`config.mk`:
```
export PLATFORM = sky130hd
export DESIGN_NAME = ps2_rx_controller_flat
export DESIGN_NICKNAME = d
export VERILOG_FILES = /design/src/rtl/ps2_rx_controller_if.sv /design/src/rtl/ps2_rx_controller.sv /design/src/flat_wrapper.sv
export SDC_FILE = /design/constraint.sdc
export NUM_CORES = 1
export LEC_CHECK = 0
export BUFFER_PORTS_ARGS = -buffer_cell sky130_fd_sc_hd__buf_2
export CORE_MARGIN = 3
export CORE_UTILIZATION = 28
export CTS_CLUSTER_SIZE = 10
export DETAILED_ROUTE_END_ITERATION = 7
export GPL_ROUTABILITY_DRIVEN = 0
export SLEW_MARGIN = 20
export SYNTH_ARGS = -nofsm -noshare
export SYNTH_HDL_FRONTEND = slang
export SYNTH_SLANG_ARGS = --single-unit
```
`constraint.sdc`:
```
create_clock -name system_clk -period 2.95 [get_ports system_clk]
set_input_delay 0.295 -clock system_clk [delete_from_list [all_inputs] [get_ports system_clk]]
set_output_delay 0.295 -clock system_clk [all_outputs]
set_load 0.01 [all_outputs]
```
`src/rtl/ps2_rx_controller_if.sv`:
```
// CPU-side peripheral bus of the PS/2 receive controller.
// master: address/read_en out, data/irq in. slave: the reverse.
interface ps2_rx_controller_if;
  logic [13:0] address;
  logic        read_en;
  logic [63:0] data;
  logic        irq;

  modport master (
    output address, read_en,
    input  data, irq
  );

  modport slave (
    input  address, read_en,
    output data, irq
  );
endinterface

```
`src/rtl/ps2_rx_controller.sv`:
```
// PS/2 receive controller: syncs PS2_clk/PS2_data, frames 11-bit
// PS/2 words, buffers scan codes in a FIFO, exposes data/status regs.
// Ports: system_clk, reset (async active-low), PS2_clk, PS2_data,
// bus (slave: address, read_en in; data, irq out).
// Option: define PS2_PARITY_CHECK_EN to reject frames with bad parity.
module ps2_rx_controller #(
  parameter int          FIFO_DEPTH     = 8,
  parameter logic [13:0] DATA_ADDR      = 14'h3FF0,
  parameter logic [13:0] STATUS_ADDR    = 14'h3FF1,
  parameter int          TIMEOUT_CYCLES = 5000
) (
  input  logic system_clk,
  input  logic reset,
  input  logic PS2_clk,
  input  logic PS2_data,
  ps2_rx_controller_if.slave bus
);

  localparam int AW = $clog2(FIFO_DEPTH);
  localparam int CW = AW + 1;
  localparam int TW = $clog2(TIMEOUT_CYCLES + 1);

  typedef enum logic [1:0] {
    IDLE,
    DATA,
    PARITY,
    STOP
  } state_t;

  state_t state_q, state_d;

  logic ps2c_q1, ps2c_q2, ps2c_q3;
  logic ps2d_q1, ps2d_q2;
  logic fall, d_s;

  logic [7:0]    shift_q;
  logic [2:0]    bit_cnt_q;
  logic          par_q;
  logic [TW-1:0] tmo_q;
  logic          tmo_hit;

  logic shift_en, cnt_clr, par_en;
  logic push_req, frame_set, par_set, tmo_set;
  logic par_ok;

  logic [7:0]    mem [FIFO_DEPTH];
  logic [AW-1:0] wr_ptr_q, rd_ptr_q;
  logic [CW-1:0] count_q;
  logic          full, pop, push_ok, ov_set;

  logic       overflow_q, parity_err_q, frame_err_q, timeout_err_q;
  logic [7:0] err_count_q;
  logic       data_rd, stat_rd, err_inc;
  logic [63:0] stat_word;

  // Synchronisers idle high, matching the PS/2 bus idle level.
  always_ff @(posedge system_clk or negedge reset) begin
    if (!reset) begin
      ps2c_q1 <= 1'b1;
      ps2c_q2 <= 1'b1;
      ps2c_q3 <= 1'b1;
      ps2d_q1 <= 1'b1;
      ps2d_q2 <= 1'b1;
    end else begin
      ps2c_q1 <= PS2_clk;
      ps2c_q2 <= ps2c_q1;
      ps2c_q3 <= ps2c_q2;
      ps2d_q1 <= PS2_data;
      ps2d_q2 <= ps2d_q1;
    end
  end

  assign fall = ps2c_q3 & ~ps2c_q2;
  assign d_s  = ps2d_q2;

  assign tmo_hit = (state_q != IDLE) &&
                   (tmo_q == TW'(TIMEOUT_CYCLES));

`ifdef PS2_PARITY_CHECK_EN
  assign par_ok = ^{shift_q, par_q};
`else
  logic parity_unused;
  assign parity_unused = par_q;
  assign par_ok = 1'b1;
`endif

  always_ff @(posedge system_clk or negedge reset) begin
    if (!reset) state_q <= IDLE;
    else        state_q <= state_d;
  end

  always_comb begin
    state_d   = state_q;
    shift_en  = 1'b0;
    cnt_clr   = 1'b0;
    par_en    = 1'b0;
    push_req  = 1'b0;
    frame_set = 1'b0;
    par_set   = 1'b0;
    tmo_set   = 1'b0;
    if (tmo_hit) begin
      state_d = IDLE;
      tmo_set = 1'b1;
    end else if (fall) begin
      unique case (state_q)
        IDLE: begin
          if (!d_s) begin
            state_d = DATA;
            cnt_clr = 1'b1;
          end
        end
        DATA: begin
          shift_en = 1'b1;
          if (bit_cnt_q == 3'd7) state_d = PARITY;
        end
        PARITY: begin
          par_en  = 1'b1;
          state_d = STOP;
        end
        STOP: begin
          state_d = IDLE;
          if (!d_s)        frame_set = 1'b1;
          else if (par_ok) push_req  = 1'b1;
          else             par_set   = 1'b1;
        end
        default: state_d = IDLE;
      endcase
    end
  end

  always_ff @(posedge system_clk or negedge reset) begin
    if (!reset) begin
      shift_q   <= '0;
      bit_cnt_q <= '0;
      par_q     <= 1'b0;
      tmo_q     <= '0;
    end else begin
      if (state_q == IDLE || fall) tmo_q <= '0;
      else                         tmo_q <= tmo_q + TW'(1);
      if (cnt_clr)       bit_cnt_q <= '0;
      else if (shift_en) bit_cnt_q <= bit_cnt_q + 3'd1;
      // LSB arrives first, so shift in from the top.
      if (shift_en) shift_q <= {d_s, shift_q[7:1]};
      if (par_en)   par_q   <= d_s;
    end
  end

  assign data_rd = bus.read_en && (bus.address == DATA_ADDR);
  assign stat_rd = bus.read_en && (bus.address == STATUS_ADDR);

  assign full    = (count_q == CW'(FIFO_DEPTH));
  assign pop     = data_rd && (count_q != '0);
  // A concurrent pop frees the slot, so a full FIFO still accepts.
  assign push_ok = push_req && (!full || pop);
  assign ov_set  = push_req && full && !pop;

  always_ff @(posedge system_clk) begin
    if (push_ok) mem[wr_ptr_q] <= shift_q;
  end

  always_ff @(posedge system_clk or negedge reset) begin
    if (!reset) begin
      wr_ptr_q <= '0;
      rd_ptr_q <= '0;
      count_q  <= '0;
    end else begin
      if (push_ok) wr_ptr_q <= wr_ptr_q + AW'(1);
      if (pop)     rd_ptr_q <= rd_ptr_q + AW'(1);
      if (push_ok && !pop)      count_q <= count_q + CW'(1);
      else if (pop && !push_ok) count_q <= count_q - CW'(1);
    end
  end

  assign err_inc = frame_set | par_set | tmo_set;

  // Sticky flags: set beats the clear-on-read of the status register.
  always_ff @(posedge system_clk or negedge reset) begin
    if (!reset) begin
      overflow_q    <= 1'b0;
      frame_err_q   <= 1'b0;
      timeout_err_q <= 1'b0;
      err_count_q   <= '0;
    end else begin
      if (ov_set)       overflow_q <= 1'b1;
      else if (stat_rd) overflow_q <= 1'b0;
      if (frame_set)    frame_err_q <= 1'b1;
      else if (stat_rd) frame_err_q <= 1'b0;
      if (tmo_set)      timeout_err_q <= 1'b1;
      else if (stat_rd) timeout_err_q <= 1'b0;
      if (err_inc) begin
        if (stat_rd)                   err_count_q <= 8'd1;
        else if (err_count_q != 8'hFF) err_count_q <= err_count_q + 8'd1;
      end else if (stat_rd) begin
        err_count_q <= '0;
      end
    end
  end

`ifdef PS2_PARITY_CHECK_EN
  always_ff @(posedge system_clk or negedge reset) begin
    if (!reset)       parity_err_q <= 1'b0;
    else if (par_set) parity_err_q <= 1'b1;
    else if (stat_rd) parity_err_q <= 1'b0;
  end
`else
  assign parity_err_q = 1'b0;
`endif

  always_comb begin
    stat_word          = '0;
    stat_word[CW-1:0]  = count_q;
    stat_word[8]       = overflow_q;
    stat_word[9]       = parity_err_q;
    stat_word[10]      = frame_err_q;
    stat_word[11]      = timeout_err_q;
    stat_word[23:16]   = err_count_q;
  end

  always_ff @(posedge system_clk or negedge reset) begin
    if (!reset)       bus.data <= '0;
    else if (pop)     bus.data <= {55'b0, 1'b1, mem[rd_ptr_q]};
    else if (stat_rd) bus.data <= stat_word;
    else              bus.data <= '0;
  end

  assign bus.irq = (count_q != '0);

endmodule

```
`src/flat_wrapper.sv`:
```
// flat-port wrapper written by rule: the top's interface ports become plain ports
module ps2_rx_controller_flat 
#(
  parameter int          FIFO_DEPTH     = 8,
  parameter logic [13:0] DATA_ADDR      = 14'h3FF0,
  parameter logic [13:0] STATUS_ADDR    = 14'h3FF1,
  parameter int          TIMEOUT_CYCLES = 5000
)
  (system_clk, reset, PS2_clk, PS2_data, bus_address, bus_read_en, bus_data, bus_irq);
  ps2_rx_controller_if bus_i ();
  input  logic system_clk;
  input  logic reset;
  input  logic PS2_clk;
  input  logic PS2_data;
  input wire logic [$bits(bus_i.address)-1:0] bus_address;
  input wire logic [$bits(bus_i.read_en)-1:0] bus_read_en;
  output wire logic [$bits(bus_i.data)-1:0] bus_data;
  output wire logic [$bits(bus_i.irq)-1:0] bus_irq;
  assign bus_i.address = bus_address;
  assign bus_i.read_en = bus_read_en;
  assign bus_data = bus_i.data;
  assign bus_irq = bus_i.irq;
  ps2_rx_controller #(.FIFO_DEPTH(FIFO_DEPTH), .DATA_ADDR(DATA_ADDR), .STATUS_ADDR(STATUS_ADDR), .TIMEOUT_CYCLES(TIMEOUT_CYCLES)) u_core (.system_clk(system_clk), .reset(reset), .PS2_clk(PS2_clk), .PS2_data(PS2_data), .bus(bus_i));
endmodule
```
**Yosys cells after proc, flatten, opt, wreduce, memory -nomap -nowiden**

Memory sizes are Yosys's and may differ from the RTL's.
Cells that the tools add are included.

- Register bits: 116
- RAM bits: 64
- Input port bits: 19
- Logic and storage cells: 103
- Memories: 1

Memory list:

| name | depth | width | rd ports | clocked after Yosys merged registers in | write ports | RTL line | RTL |
|---|---|---|---|---|---|---|---|
| u_core.mem | 8 | 8 | 1 | 0 | 1 | ps2_rx_controller.sv:46 | `logic [7:0] mem [FIFO_DEPTH];` |

- Add/sub/neg operators: 7
- Equality and inequality tests: 11
- Multiplexer cells: 37
- Bitwise gates (word level): 3
- Reduce and logical (&&, ||, !) cells: 27

Operator list:

| operator | number |
|---|---|
| 2-to-1 mux 64 bit | 1 |
| 2-to-1 mux 8 bit | 4 |
| equality test 14 bit (second input constant) | 2 |
| 2-to-1 mux 24 bit | 1 |
| 2-to-1 mux 1 bit | 21 |
| nonzero test 2 bit | 9 |
| adder 13 x 1 -> 13 bit (second input constant) | 1 |
| equality test 13 bit (second input constant) | 1 |
| 2-to-1 mux 13 bit | 1 |
| adder 3 x 1 -> 3 bit (second input constant) | 3 |
| logical AND 1 bit | 9 |
| adder 8 x 1 -> 8 bit (second input constant) | 1 |
| 2-to-1 mux 2 bit | 4 |
| 2-to-1 mux 4 bit | 2 |
| inequality test 8 bit (second input constant) | 1 |
| case mux 2 bit (4 select lines) | 1 |
| 2-to-1 mux 3 bit | 2 |
| adder 4 x 1 -> 4 bit (second input constant) | 1 |
| equality test 2 bit (second input constant) | 2 |
| equality test 4 bit (second input constant) | 1 |
| nonzero test 4 bit | 1 |
| subtractor 4 x 1 -> 4 bit (second input constant) | 1 |
| equality test 3 bit (second input constant) | 1 |
| zero test 1 bit | 3 |
| 10 further kinds | 11 |

**Depth between registers and ports, before layout**

Gate-level depths: netlist of run 1.

- Depth after elaboration: 9
- Depth in mapped cells: 14

**Worst setup path after synthesis of run 1**

Ideal clock, no wire load.

- Path kind: input port to flip-flop
- Start: input bus_address[1]
- End: register u_core.count_q[3]
- Setup time: 125 ps
- Data arrival time: 2715 ps
- Required time: 2825 ps
- Slack: 110 ps
- Cell stages on the path: 13
- Path buffers: 2
- Cells stage by stage: or4b_4 > nor4_2 > buf_2 > nand3b_2 > buf_2 > ha_1 > inv_1 > ha_1 > a21o_1 > a21oi_1 > xnor2_1 > nor2_1 > xor2_1

- Word-level cells in the longest chain between the ends: 8
- Elaborated cells on any way between the ends: 11

Ends and longest elaborated chain:

| element | RTL line | RTL |
|---|---|---|
| start: declaration | flat_wrapper.sv:15 | `input wire logic [$bits(bus_i.address)-1:0] bus_address;` |
| equality test 14 bit * | ps2_rx_controller.sv:148 | `assign data_rd = bus.read_en && (bus.address == DATA_ADDR);` |
| logical AND 1 bit * | ps2_rx_controller.sv:148 |  |
| logical AND 1 bit * | ps2_rx_controller.sv:152 | `assign pop = data_rd && (count_q != '0);` |
| logical OR 1 bit | ps2_rx_controller.sv:154 | `assign push_ok = push_req && (!full \|\| pop);` |
| logical AND 1 bit | ps2_rx_controller.sv:154 |  |
| zero test 1 bit | ps2_rx_controller.sv:170 | `else if (pop && !push_ok) count_q <= count_q - CW'(1);` |
| logical AND 1 bit | ps2_rx_controller.sv:170 |  |
| nonzero test 2 bit (no line) | n/a |  |
| end signal: assignment | ps2_rx_controller.sv:169 | `if (push_ok && !pop) count_q <= count_q + CW'(1);` |
| end signal: assignment | ps2_rx_controller.sv:170 |  |
| end: declaration | ps2_rx_controller.sv:48 | `logic [CW-1:0] count_q;` |

Mark *: on every way between the ends. The rest lies on a longest branch, timed or not.
A chain may end at the register's enable or synchronous reset.

**Final worst setup path of run 1**

- Start: register u_core.state_q[0]
- End: register u_core.count_q[3]

- Word-level cells in the longest chain between the ends: 8
- Elaborated cells on any way between the ends: 12

Ends and longest elaborated chain:

| element | RTL line | RTL |
|---|---|---|
| start: declaration | ps2_rx_controller.sv:30 | `state_t state_q, state_d;` |
| start signal: assignment | ps2_rx_controller.sv:89 | `else state_q <= state_d;` |
| equality test 2 bit | ps2_rx_controller.sv:105 | `unique case (state_q)` |
| 2-to-1 mux 1 bit | ps2_rx_controller.sv:105 |  |
| 2-to-1 mux 1 bit | ps2_rx_controller.sv:104 | `end else if (fall) begin` |
| 2-to-1 mux 1 bit * | ps2_rx_controller.sv:101 | `if (tmo_hit) begin` |
| logical AND 1 bit * | ps2_rx_controller.sv:154 |  |
| via u_core.push_ok | ps2_rx_controller.sv:49 | `logic full, pop, push_ok, ov_set;` |
| zero test 1 bit | ps2_rx_controller.sv:170 |  |
| logical AND 1 bit | ps2_rx_controller.sv:170 |  |
| nonzero test 2 bit (no line) | n/a |  |

Mark *: on every way through the listed nets, which the timed path passes. The rest lies on a longest branch.

==> impl_results.md, run 1 <==
* Status: complete, but fails checks
* Failing checks: hold timing
* Fmax at 0.3628 GHz
* Post-DRT Antenna Nets at 0
* Critical Path Source: u_core.state_q[0]
* Critical Path AT at 3060 ps
* Endpoints failing hold at 7
* Critical Path Sink Type: register
* CTS tree: built
* DRT Pass-1 Iters at 4
* Die extent in y at 152.2 um
* Die Span X at 152.2 um
* Worst Setup EP: u_core.count_q[3]
* EDFF count, synth at 64
* Clk buf depth at 2
* Mean Syn Cell Area at ~14 sq um
* Worst VDD drop at 0.0003655 V
* Pwr dens at 724.2 nW/um^2
* Worst setup path category: reg -> reg
* CTS clock-pin slew for the worst setup and hold paths at 60 ps
* Largest net degree at the start of global routing at 72
* Largest family of logic cells by synthesized area: simple AND/OR/NAND/NOR gates
* Layout cells sized above 1 at 26.26%
* Mapped Cells at 423
* Worst EP required at approximately 3300 ps
* R2r endpoint: u_core.count_q[3]
* Post-placement cell count at 731
* Synth Area in XOR/XNOR at 3.222%
* Hold/Removal Path Class: in -> async
* Synth Cell Area at 5981 sq um
* Area leader, netlist: edfxtp_1
* Static leakage at between 2 and 3 nW
* Count leader, synth: dfrtp_1
* Ys flop type: dfrtp_1
* Worst-Skew Late Latency at 420 ps
* First-pass GRT wire length at 18220 um
* Synth Area in Simple Gates at 10.59%
* Final period util at between 90 and 100%
* Synth cell types at 58
* Synth Register Bits at 135
* Grt ovf at 0
* Headroom to the max-slew limit at 37.32%
* Hpwl dp at 7270 um
* Layout area overhead at 16.90%
* WL final at 10770 um
* Nets@finish at 517
* Adder-cell share of the synthesized area at 3.473%
* Async S/R FF share, synth at between 50% and 60%
* Sink Count at 135
* WHS at -10.14 ps
* CTS Buf Count at 17
* Wire per inst at 14.07 um
* Max-cap viol count at 0
* Site row count at 52
* DRT iter0 DRCs at roughly 160
* I/O pins at 84
* FF-to-FF path depth at 13
* Via count at 3348
* CTS Root Cell: clkbuf_16
* ANT cells at 0
* Reg2reg start: u_core.state_q[0]
* Final Skew at 9.804 ps
* Synth top area cells: edfxtp_1 (32%), dfrtp_1 (28%), mux4_2 (6.0%), buf_4 (5.6%), ha_1 (3.1%)
* H-tree depth at 4
* Initial antenna violation count at 0
* Seq/Total Area, Yosys at about 62%
* Period minus WS final at 2757 ps
* Final slew viol count at 0
* Non-filler cells, final at 765
* DR vias/cell at 4.376
* Core box area at 20620 sq um
* FILL cells at 1946
* Die footprint at 23150 sq um
* Drt drc at 0
* Synth Area in Compound Gates at 3.536%
* Overall routing resource usage at 9.945%
* Multiplexer share of the synthesized area at 9.937%
* Setup TNS at 0 ps
* Worst R2R Setup Slack at 190 ps
* Port-buffer cells at 38
* CP Launch Type: register
* Starting Density at 29.00%
* Worst-path maximum fanout at 4
* Yosys top cell area share at 32.13%
* Least-Margin Pin Slew at 940.2 ps
* Warnings from Yosys at 0
* # setup viols final at 0
* Via count of the first global-routing pass at 3441
* RSZ-0062 raised after global routing: false
* Post-synth top cells: dfrtp_1 (66), edfxtp_1 (64), buf_4 (45), nor2_1 (33), nand2_1 (28)
==> sequential cells by signal, summed over array words and instances, names as in the netlist <==
| signal | count |
|---|---|
| u_core.ps2c_q1 | 1 |
| u_core.ps2c_q2 | 1 |
| u_core.mem | 64 |
| u_core.bus.data | 19 |
| u_core.shift_q | 8 |
| u_core.wr_ptr_q | 3 |
| u_core.err_count_q | 8 |
| u_core.ps2c_q3 | 1 |
| u_core.frame_err_q | 1 |
| u_core.d_s | 1 |
| u_core.overflow_q | 1 |
| u_core.timeout_err_q | 1 |
| u_core.rd_ptr_q | 3 |
| u_core.count_q | 4 |
| u_core.state_q | 2 |
| u_core.ps2d_q1 | 1 |
| u_core.bit_cnt_q | 3 |
| u_core.tmo_q | 13 |
==> stage by stage <==
step | cell area (sq um) | setup slack (ps) | util (%) | power [mW]
finish | 6992 | 193.4 | 33.90 | 5.063
global route | 6992 | 20.08 | 33.90 | 5.324
CTS | 6987 | 149.2 | 33.88 | 5.113
detailed placement | 6386 | 102.1 | 30.96 | 3.044
global placement | 6386 | 150.2 | 30.96 | 2.978
floorplan | 6146 | 110.1 | - | 2.872
==> kinds of logic after synthesis <==
kind of cell             after synthesis
AO/OA/AOI/OAI                         29
XOR/XNOR                              22
adder cells (fa/ha/maj)               16
buffers and inverters                 68
flip-flops                           135
multiplexers                          38
other                                  1
AND/OR/NAND/NOR                      114
==> area by class of cell <==
cell class / count / area (sq um) / share of cell area (%)
Sequential cell: 135 / 3705 / 52.99
Tap cell: 270 / 337.8 / 4.832
Multi-Input combinational cell: 264 / 2013 / 28.79
Clock inverter: 14 / 151.4 / 2.165
Inverter: 10 / 37.54 / 0.5369
Timing Repair Buffer: 54 / 317.8 / 4.545
Clock buffer: 18 / 429.2 / 6.138
==> critical path, cell delays in order, from the launching register on <==
cell	delay, ps
dfrtp_1	410
inv_1	100
ha_1	250
nor3b_2	190
nand4_1	210
o211a_4	210
ha_1	220
inv_1	120
ha_1	240
a21o_1	180
a21oi_1	170
xnor2_1	130
nor2_1	60
xor2_1	150
==> cells in the final DEF (no fill, tap or decap), drive strengths merged, types with 3 or more instances in the layout <==
cell type  Yosys  routed
dfrtp         66      66
edfxtp        64      64
buf           53      52
conb           1      45
nor2          33      33
nand2         28      28
clkbuf         5      18
mux4          16      16
xnor2         16      16
ha            15      15
inv           10      13
mux2i         11      11
mux2          11      11
and3          10      10
o21ai          9       9
nand3          8       8
clkinv         0       8
a21oi          7       7
nand4          6       6
xor2           6       6
dfstp          5       5
nor3b          5       5
nor3           3       3
nand3b         3       3
==> worst min path at each step <==
stage              startpoint                   to  depth (start not counted)
3_5_place_dp   u_core.ps2c_q1       u_core.ps2c_q2                          0
5_1_grt                 reset   u_core.bus.data[4]                          1
2_1_floorplan           reset  u_core.bit_cnt_q[0]                          0
6_report                reset    u_core.shift_q[5]                          1
4_1_cts                 reset   u_core.bus.data[4]                          1
3_3_place_gp   u_core.ps2c_q1       u_core.ps2c_q2                          0
==> where the power goes <==
group | internal, mW | switching [mW]
Combinational | 0.257 | 0.331
Sequential | 2.21 | 0.218
Clock | 1.25 | 0.799
==> metal layers <==
metal / track usage, % / wire length [um]
met2: 15.64 / 5139
met1: 12.40 / 4811
met5: 0 / 0
met4: 4.966 / 244
met3: 3.153 / 572
==> timing repair <==
item,4_1_cts,5_1_grt
hold buffers,2,0
hold endpoints to repair,2,0
buffers inserted,0,0
resized for setup,0,1
setup endpoints to repair,0,1
Power figures use the tool's default switching activity.
==> run 2, diff against run 1 <==
==> constraint.sdc (replaced) <==
create_clock -name system_clk -period 2.5 [get_ports system_clk]
set_input_delay 0.25 -clock system_clk [delete_from_list [all_inputs] [get_ports system_clk]]
set_output_delay 0.25 -clock system_clk [all_outputs]
set_load 0.01 [all_outputs]
==> run 2 against run 1 <==
The run now ends clean; sequential share of layout area fell by 2.1 points; sequential power rose by 17%; critical endpoint unchanged; maximum frequency grew 15%; global-route usage is 0.21 points higher; final cell count is 2.9% higher; critical path depth grew 1; die area is the same.
==> impl_results.md, run 2 (synthesized netlist as in run 1, its figures left out) <==
* Status: completed
* Register area at 3705 sq um (unchanged)
* Post-placement cell count at 746 (+2.1%)
* Largest net degree at the start of global routing at 42 (-42%)
* CTS Buf Count at 17 (unchanged)
* Layout area overhead at 21.84%
* Headroom to the max-slew limit at 45.20% (+7.9 points)
* Top reg by flops: u_core.mem
* CTS Root Cell: clkbuf_16
* CP Launch Type: register
* R2r endpoint: u_core.count_q[3]
* CTS clock-pin slew for the worst setup and hold paths at 60 ps (about the same)
* Worst setup margin at 98.04 ps (-95.32 ps)
* Worst VDD drop at 0.0004782 V (+31%)
* Post-DRT Antenna Nets at 0 (unchanged)
* Area of the multi-input gates at 2079 sq um (+3.3%)
* Routing usage on met2 at 16.96% (+1.3 points)
* Grt ovf at 0 (unchanged)
* Initial antenna violation count at 0 (unchanged)
* Worst-Skew Late Latency at 420 ps (about the same)
* First-pass GRT wire length at 18420 um (+1.1%)
* Worst EP required at 2800 ps (-450 ps)
* # setup viols final at 0 (unchanged)
* Fmax at 0.4163 GHz (+15%)
* Worst R2R Setup Slack at 100 ps (-100 ps)
* Max reg flops at 64 (unchanged)
* Least-Margin Pin Slew at 822.0 ps (-118.1 ps)
* Die footprint at 23150 sq um (unchanged)
* Final slew viol count at 0 (unchanged)
* Critical Path Sink Type: register
* Reg2reg start: u_core.state_q[1]
* Critical Path Source: u_core.state_q[1]
* Top Registers: u_core.mem (64), u_core.bus.data (19), u_core.tmo_q (13)
* Pwr dens at 871.4 nW/um^2 (+20%)
* Hpwl dp at 7718 um (+6.2%)
* Worst-path maximum fanout at 3 (-1)
* Critical Path AT at 2700 ps (-360 ps)
* Worst setup path category: reg -> reg
* Die extent in y at 152.2 um (unchanged)
* Overall routing resource usage at 10.15% (+0.21 points)
* Worst Setup EP: u_core.count_q[3]
* FILL cells at 1930 (-0.82%)
* Non-filler cells, final at 787 (+2.9%)
* Wire per inst at 14.41 um (+2.4%)
* Final Skew at 6.380 ps (-3.424 ps)
* Layout cells sized above 1 at 30.56% (+4.3 points)
* Hold/Removal Path Class: in -> reg
* GRT met1 Usage at 12.13% (-0.26 points)
* I/O pins at 84 (unchanged)
* ANT cells at 0 (unchanged)
* DP Worst Slack at -112.8 ps (-214.9 ps)
* DRT iter0 DRCs at 147 (-9.8%)
* Static leakage at 3.059 nW (+5.1%)
* RSZ-0062 raised after global routing: true
* CTS tree: built
* Clk buf depth at 2 (unchanged)
* H-tree depth at 4 (unchanged)
* Most frequent cells in the layout: dfrtp_1 (66), edfxtp_1 (64), conb_1 (45)
* WHS at 199.9 ps (+210.0 ps)
* Port-buffer cells at 38 (unchanged)
* Max-cap viol count at 0 (unchanged)
* DRT Pass-1 Iters at 4 (unchanged)
* Drt drc at 0 (unchanged)
* Most common cell after layout, fill and taps aside: dfrtp_1
* Met3 Use GR at 3.011% (-0.14 points)
* WL final at 11340 um (+5.3%)
* Nets@finish at 539 (+4.3%)
* DR vias/cell at 4.367 (-0.21%)
* Final period util at 96.08% (+2.6 points)
* Via count of the first global-routing pass at 3522 (+2.4%)
* Core box area at 20620 sq um (unchanged)
* Period minus WS final at 2402 ps (-354.7 ps)
* Starting Density at 29.00% (unchanged)
* Site row count at 52 (unchanged)
* Sink Count at 135 (unchanged)
* Endpoints failing hold at 0 (-7)
* FF-to-FF path depth at 14 (+1)
* Die Span X at 152.2 um (unchanged)
* Via count at 3437 (+2.7%)
* GR peak layer: met2
* Final core utilization at 35.33% (+1.4 points)
## run 2: changes by cell type in the layout (fill, tap and decap cells not counted), sizes merged
cell / previous run / this run
buf: 52 / 73
bufinv: 2 / 3
clkbuf: 18 / 20
clkinv: 8 / 6
clkinvlp: 1 / 0
dlygate4sd3: 2 / 3
## run 2: how the worst min path moves through the flow
stage | to | depth (start not counted) | from | slack, ps
after floorplan | u_core.bit_cnt_q[0] | 0 | reset | -50
after global placement | u_core.shift_q[4] | 1 | reset | 230
after detailed placement | u_core.bus.data[5] | 1 | reset | 230
after CTS | u_core.bus.data[10] | 2 | bus_address[0] | 170
after global routing | u_core.bus.data[11] | 2 | bus_address[0] | 200
final | u_core.bus.data[10] | 2 | bus_address[0] | 200
## run 2: area by class of cell
cell class / count / share of cell area [%]
Tap cell: 270 / 4.636
Clock buffer: 20 / 6.284
Inverter: 10 / 0.5495
Multi-Input combinational cell: 264 / 28.54
Timing Repair Buffer: 76 / 6.885
Sequential cell: 135 / 50.84
Clock inverter: 12 / 2.266
## run 2: per-layer routing
metal	up-vias	part of all wire, %
met2	108	50
met1	1707	43
met5	-	0
li1	1605	-
met4	0	2.0
met3	17	5.6
## run 2: what timing repair did
| item | CTS | global route |
|---|---|---|
| hold endpoints to repair | 27 | 0 |
| hold buffers | 3 | 0 |
| resized for setup | 1 | 5 |
| setup buffers | 1 | 5 |
| endpoints found under the setup margin | 3 | 1 |
| gates cloned | 0 | 0 |
| pin swaps | 1 | 7 |
## run 2: stage by stage
stage	area [sq um]	power (mW)	TNS, ps
after floorplan	6205	3.411	-141.7
after global placement	6561	3.629	-92.77
after detailed placement	6561	3.707	-112.8
after CTS	7227	6.339	0
after global routing	7287	6.661	-33.74
final	7287	6.350	0
## run 2: report_power, final
part | switching, mW | internal [mW]
registers | 0.243 | 2.61
logic | 0.460 | 0.447
clock network | 0.952 | 1.64
## run 2: critical path: stages (launching register included)
cell	delay (ps)
dfrtp_1	340
inv_1	90
ha_4	180
nor3b_4	200
nand4_1	130
buf_6	150
o211a_4	140
ha_4	170
inv_4	60
ha_4	180
a21o_1	160
a21oi_2	140
xnor2_1	120
nor2_1	60
xor2_1	150
